### src/rtl/dff_bist.sv
// Purpose: built-in self-test engine for one posedge D flip-flop with async active-low reset.
// Latency: done rises NUM_VECTORS+7 edges after the start-accept edge (23 with the defaults).
// Backpressure: none; start is a 1-cycle request and is ignored while busy=1.
//
// Edge schedule of one run (edge 0 = start accepted, N = NUM_VECTORS):
//   1..N    DATA  launch LFSR bit, expect it back on Q two edges later
//   N+1     DRAIN launch 0, no expectation (last data bits still in the pipe)
//   N+2,N+3 PRE   launch 1, expect Q=1 at N+4 and N+5
//   N+4     ARM   keep D=1, expect Q=0 at N+6 (reset is asserted at N+5)
//   N+5,N+6 RST   RUT reset low, D=1; N+5 expects Q=0 at N+7
//   N+7     REL   release RUT reset, last reset check lands, done/pass latched
// The reset checks keep D=1 so a flop that ignores its reset reads back 1.
module dff_bist #(
    parameter int         NUM_VECTORS = 16,
    parameter logic [7:0] LFSR_SEED   = 8'hA5,
    parameter int         CNT_W       = 8
) (
    input  logic             CLK,
    input  logic             nReset,
    input  logic             start,
    output logic             dut_d,
    output logic             dut_nreset,
    input  logic             dut_q,
    output logic             busy,
    output logic             done,
    output logic             pass,
    output logic [CNT_W-1:0] err_count
);

    // An all-zero seed would lock the LFSR, so it is replaced by 1.
    localparam logic [7:0] SEED = (LFSR_SEED == 8'h00) ? 8'h01 : LFSR_SEED;
    localparam int PH_W = $clog2(NUM_VECTORS) + 1;
    localparam logic [PH_W-1:0] DATA_LAST = PH_W'(NUM_VECTORS - 1);
    localparam logic [PH_W-1:0] PH_ONE    = PH_W'(1);
    localparam logic [PH_W-1:0] PH_ZERO   = '0;

    typedef enum logic [2:0] {
        IDLE  = 3'd0,
        DATA  = 3'd1,
        DRAIN = 3'd2,
        PRE   = 3'd3,
        ARM   = 3'd4,
        RST   = 3'd5,
        REL   = 3'd6,
        DONE  = 3'd7
    } state_t;

    state_t           state_q;
    logic [PH_W-1:0]  cnt_q;
    logic [7:0]       lfsr_q;
    logic [7:0]       lfsr_d;
    logic             exp1_q;
    logic             exp2_q;
    logic             v1_q;
    logic             v2_q;
    logic [CNT_W-1:0] err_q;
    logic [CNT_W-1:0] err_d;
    logic             dut_d_q;
    logic             dut_nreset_q;
    logic             busy_q;
    logic             done_q;
    logic             pass_q;

    // Next LFSR state and the saturating error count after this edge's check.
    always_comb begin
        lfsr_d = {lfsr_q[6:0], lfsr_q[7] ^ lfsr_q[5] ^ lfsr_q[4] ^ lfsr_q[3]};
        err_d  = err_q;
        if (v2_q && (dut_q != exp2_q) && (err_q != {CNT_W{1'b1}})) begin
            err_d = err_q + CNT_W'(1);
        end
    end

    // Test sequencer: phase FSM, expect pipe, error counter and registered RUT drives.
    always_ff @(posedge CLK or negedge nReset) begin
        if (!nReset) begin
            state_q      <= IDLE;
            cnt_q        <= '0;
            lfsr_q       <= SEED;
            exp1_q       <= 1'b0;
            exp2_q       <= 1'b0;
            v1_q         <= 1'b0;
            v2_q         <= 1'b0;
            err_q        <= '0;
            dut_d_q      <= 1'b0;
            dut_nreset_q <= 1'b0;
            busy_q       <= 1'b0;
            done_q       <= 1'b0;
            pass_q       <= 1'b0;
        end else begin
            // Pipe advances every cycle; the stage-2 check lands via err_d.
            exp2_q <= exp1_q;
            v2_q   <= v1_q;
            err_q  <= err_d;
            case (state_q)
                IDLE, DONE: begin
                    dut_nreset_q <= 1'b1;
                    v1_q         <= 1'b0;
                    if (start) begin
                        state_q <= DATA;
                        cnt_q   <= DATA_LAST;
                        lfsr_q  <= SEED;
                        exp1_q  <= 1'b0;
                        exp2_q  <= 1'b0;
                        v2_q    <= 1'b0;
                        err_q   <= '0;
                        busy_q  <= 1'b1;
                        done_q  <= 1'b0;
                        pass_q  <= 1'b0;
                    end
                end
                DATA: begin
                    dut_d_q <= lfsr_q[7];
                    exp1_q  <= lfsr_q[7];
                    v1_q    <= 1'b1;
                    lfsr_q  <= lfsr_d;
                    if (cnt_q == PH_ZERO) begin
                        state_q <= DRAIN;
                    end else begin
                        cnt_q <= cnt_q - PH_ONE;
                    end
                end
                DRAIN: begin
                    dut_d_q <= 1'b0;
                    exp1_q  <= 1'b0;
                    v1_q    <= 1'b0;
                    cnt_q   <= PH_ONE;
                    state_q <= PRE;
                end
                PRE: begin
                    dut_d_q <= 1'b1;
                    exp1_q  <= 1'b1;
                    v1_q    <= 1'b1;
                    if (cnt_q == PH_ZERO) begin
                        state_q <= ARM;
                    end else begin
                        cnt_q <= cnt_q - PH_ONE;
                    end
                end
                ARM: begin
                    dut_d_q <= 1'b1;
                    exp1_q  <= 1'b0;
                    v1_q    <= 1'b1;
                    cnt_q   <= PH_ONE;
                    state_q <= RST;
                end
                RST: begin
                    dut_nreset_q <= 1'b0;
                    dut_d_q      <= 1'b1;
                    exp1_q       <= 1'b0;
                    // Only the first reset edge queues a check; the second lands at REL.
                    v1_q         <= (cnt_q == PH_ONE);
                    if (cnt_q == PH_ZERO) begin
                        state_q <= REL;
                    end else begin
                        cnt_q <= cnt_q - PH_ONE;
                    end
                end
                REL: begin
                    dut_nreset_q <= 1'b1;
                    dut_d_q      <= 1'b0;
                    exp1_q       <= 1'b0;
                    v1_q         <= 1'b0;
                    busy_q       <= 1'b0;
                    done_q       <= 1'b1;
                    pass_q       <= (err_d == '0);
                    state_q      <= DONE;
                end
                default: begin
                    state_q <= IDLE;
                end
            endcase
        end
    end

    assign dut_d      = dut_d_q;
    assign dut_nreset = dut_nreset_q;
    assign busy       = busy_q;
    assign done       = done_q;
    assign pass       = pass_q;
    assign err_count  = err_q;

endmodule
### config.mk
export PLATFORM = sky130hd
export DESIGN_NAME = dff_bist
export DESIGN_NICKNAME = d
export VERILOG_FILES = /design/src/rtl/dff_bist.sv
export SDC_FILE = /design/constraint.sdc
export NUM_CORES = 1
export LEC_CHECK = 0
export CAP_MARGIN = 20
export CORE_MARGIN = 3
export CORE_UTILIZATION = 30
export CTS_CLUSTER_DIAMETER = 120
export DETAILED_ROUTE_END_ITERATION = 12
export SLEW_MARGIN = 40
export SYNTH_ARGS = -nofsm -noshare
export SYNTH_HDL_FRONTEND = slang
export SYNTH_SLANG_ARGS = --single-unit
### constraint.sdc
create_clock -name CLK -period 1.95 [get_ports CLK]
set_clock_uncertainty 0.15 [all_clocks]
set_input_delay 0.2925 -clock CLK [delete_from_list [all_inputs] [get_ports CLK]]
set_output_delay 0.2925 -clock CLK [all_outputs]
set_load 0.02 [all_outputs]
==> flow_summary_export.csv <==
group,metric,value,unit
finish,num_antenna_cells,0,
detailed_routing,firstDrtPassIters,4,
synthesis,synth_nets,212,
placed_design,dp_hpwl,3.05,mm
floorplanning,initial_utilization,32.3,%
timing,setup_violations,0,
synthesis,synth_seq_cells,33,
floorplanning,die_w,84.4,um
timing,max_slew_margin,67.4,%
power,sw_frac_of_total,38.9,%
detailed_routing,wirelength,4.29,mm
clock_network,clock-root-buffer,"clkbuf_8",
floorplanning,dieArea,7120,um^2
clock_network,clock-sinks,33,
setup_path,arrival,1980,ps
global_route,grt_pass1_wl,7.29,mm
floorplanning,fp-row-count,27,
global_route,grt_max_degree,34,
synthesis,synth_cell_type_count,47,
timing,worst_pin_slew,487,ps
timing,fin_tns_setup,0,ps
finish,drive_gt1_share,23.9,%
finish,utilization,43.0,%
global_route,track_usage,12.5,%
power,p_clk_share,17.2,%
setup_path,crit_fanout,5,
power,vdd_drop_max,0.613,mV
power,pwr-share-seq,32.5,%
clock_network,insertion_delay,290,ps
power,power.total,3.96,mW
placed_design,place.gp.congestion,0.817,
job,cap_violations,0,
placed_design,portBuffers,16,
finish,final_area,2460,um^2
setup_path,cp-start-kind,"register",
outcome,status,"completed",
power,p_leak,1.07,nW
power,p_per_area,1610,nW/um^2
synthesis,yosys.area.top_type,"dfrtp_1",
detailed_routing,wire_per_inst,13.3,um
timing,slew_viol_final,0,
placed_design,place_area,2250,um^2
detailed_routing,routed-via-count,1646,
floorplanning,core_area,5710,um^2
synthesis,yosys_warnings,0,
clock_network,numCtsBuffers,5,
finish,area_growth_syn_to_layout,33.3,%
synthesis,async_flop_share,100,%
synthesis,synth_common_cells,"29 x dfrtp_1, 22 x nor2_1, 16 x a21oi_1",
power,comb_power_share,50.3,%
synthesis,synth.most_common_cell,"dfrtp_1",
timing,post-route-period-util,99.1,%
global_route,gr-total-overflow,0,
timing,max_clock_freq,518,MHz
synthesis,postSynthCellCount,204,
floorplanning,pin_count,17,
synthesis,synth.avg_cell_area,9.03,um^2
detailed_routing,drt_first_iter_violations,104,
hold_path,hp-class,"in2async",
setup_path,end_kind,"register",
power,power.switching,1.54,mW
setup_path,crit_required,2000,ps
clock_network,htreeDepth,2,
timing,hold_viol,0,
timing,fin_ws,17.7,ps
timing,rsz0062_at_grt,"yes",
placed_design,place_ws,-68.1,ps
power,p_int,2.42,mW
clock_network,cts_buffer_depth,2,
timing,fin_crit,1930,ps
setup_path,r2r_cells,8,
synthesis,synth_enable_flop_cells,0,
global_route,antenna_found_initial,0,
clock_network,cts.clk_slew.worst_paths,70,ps
synthesis,synthesis.area,1840,um^2
detailed_routing,drc,0,
floorplanning,die_y,84.4,um
detailed_routing,via_per_inst,5.10,
clock_network,cts_tree,"done",
global_route,grt_pass1_vias,1518,
synthesis,ys_top_cells_by_area,"dfrtp_1 39%, dfstp_2 5.7%, nor2_1 4.5%",
synthesis,ys_seq_area_share,45.1,%
synthesis,synth-main-ff-cell,"dfrtp_1",
synthesis,synth_top_area_share,39.4,%
setup_path,crit_type,"reg2reg",
detailed_routing,ant_nets,0,
finish,fin_nets,258,
-- through the flow --
stage	instances	hold WS (ps)
finish	323	261
global route	323	311
CTS	322	267
detailed placement	311	303
global placement	311	292
floorplan	204	-153
-- repair_timing --
action | in CTS | in global routing
resized for setup | 7 | 7
buffers inserted | 3 | 1
endpoints found under the setup margin | 2 | 11
pin swaps | 4 | 4
hold buffers | 0 | 0
-- logic make-up after synthesis --
kind of cell / Yosys count / share of synthesized area [%]
simple gates: 78 / 21.7
compound gates: 54 / 18.5
fa+ha+maj: 4 / 2.72
xor+xnor: 7 / 3.33
buf+inv: 23 / 5.91
flops: 33 / 45.1
mux: 5 / 2.78
-- flip-flops by register name, summed over array words and instances, names as in the netlist --
register,cells
busy,1
cnt_q,5
done,1
dut_d,1
dut_nreset,1
err_count,8
exp1_q,1
exp2_q,1
lfsr_q,8
pass,1
state_q,3
v1_q,1
v2_q,1
-- layout make-up --
class	count	area, um^2
Tap cell	72	90.1
Timing Repair Buffer	50	423
Clock inverter	2	37.5
Sequential cell	33	831
Fill cell	551	3250
Multi-Input combinational cell	148	948
Clock buffer	6	82.6
Inverter	12	45.0
-- metal layers --
layer,wire length [um],global-route usage [%]
met3,167,2.85
met4,64,4.75
met1,2100,17.2
met5,0,0
met2,1960,19.0
-- final timing paths --
kind                           from            to  slack [ps]
setup / recovery           cnt_q[0]      cnt_q[1]          20
hold / removal               nReset  err_count[5]         260
setup reg to reg           cnt_q[0]      cnt_q[1]          20
hold reg to reg                v1_q          v2_q         310
max in group asynchronous    nReset     lfsr_q[5]        1060
min in group CLK               v1_q          v2_q         310
-- cells in the final DEF (no fill, tap or decap), types with 3 or more instances in the layout --
master            n
nor3_1            7
xnor2_1           5
nand2_1          13
a21oi_1          14
and3_1            4
a31oi_1           3
nor2_1           21
o21ai_0          12
o22ai_1           7
mux2i_1           4
ha_1              3
dfrtp_1          29
nor2b_1           3
and2_1            5
inv_1            10
dfstp_2           4
clkdlybuf4s50_1  16
nand4_1           4
nand3_1           5
nand2b_1          3
clkbuf_8          6
buf_4            32
-- power groups by stage --
stage / clock [mW] / combinational [mW] / sequential (mW)
finish: 0.682 / 1.99 / 1.29
floorplan: 0 / 1.07 / 1.30
global route: 0.722 / 2.22 / 1.33
detailed placement: 0 / 1.77 / 1.26
CTS: 0.700 / 1.95 / 1.28
global placement: 0 / 1.72 / 1.26
-- worst max-delay path: stages, from the launching register on --
cell       delay [ps]
dfrtp_1           390
inv_2              80
ha_4              130
or4b_4            470
a2bb2oi_2         150
o22ai_2           170
buf_6             150
o21ai_0            80
o21ai_0            80
(Power assumes the default switching activity.)
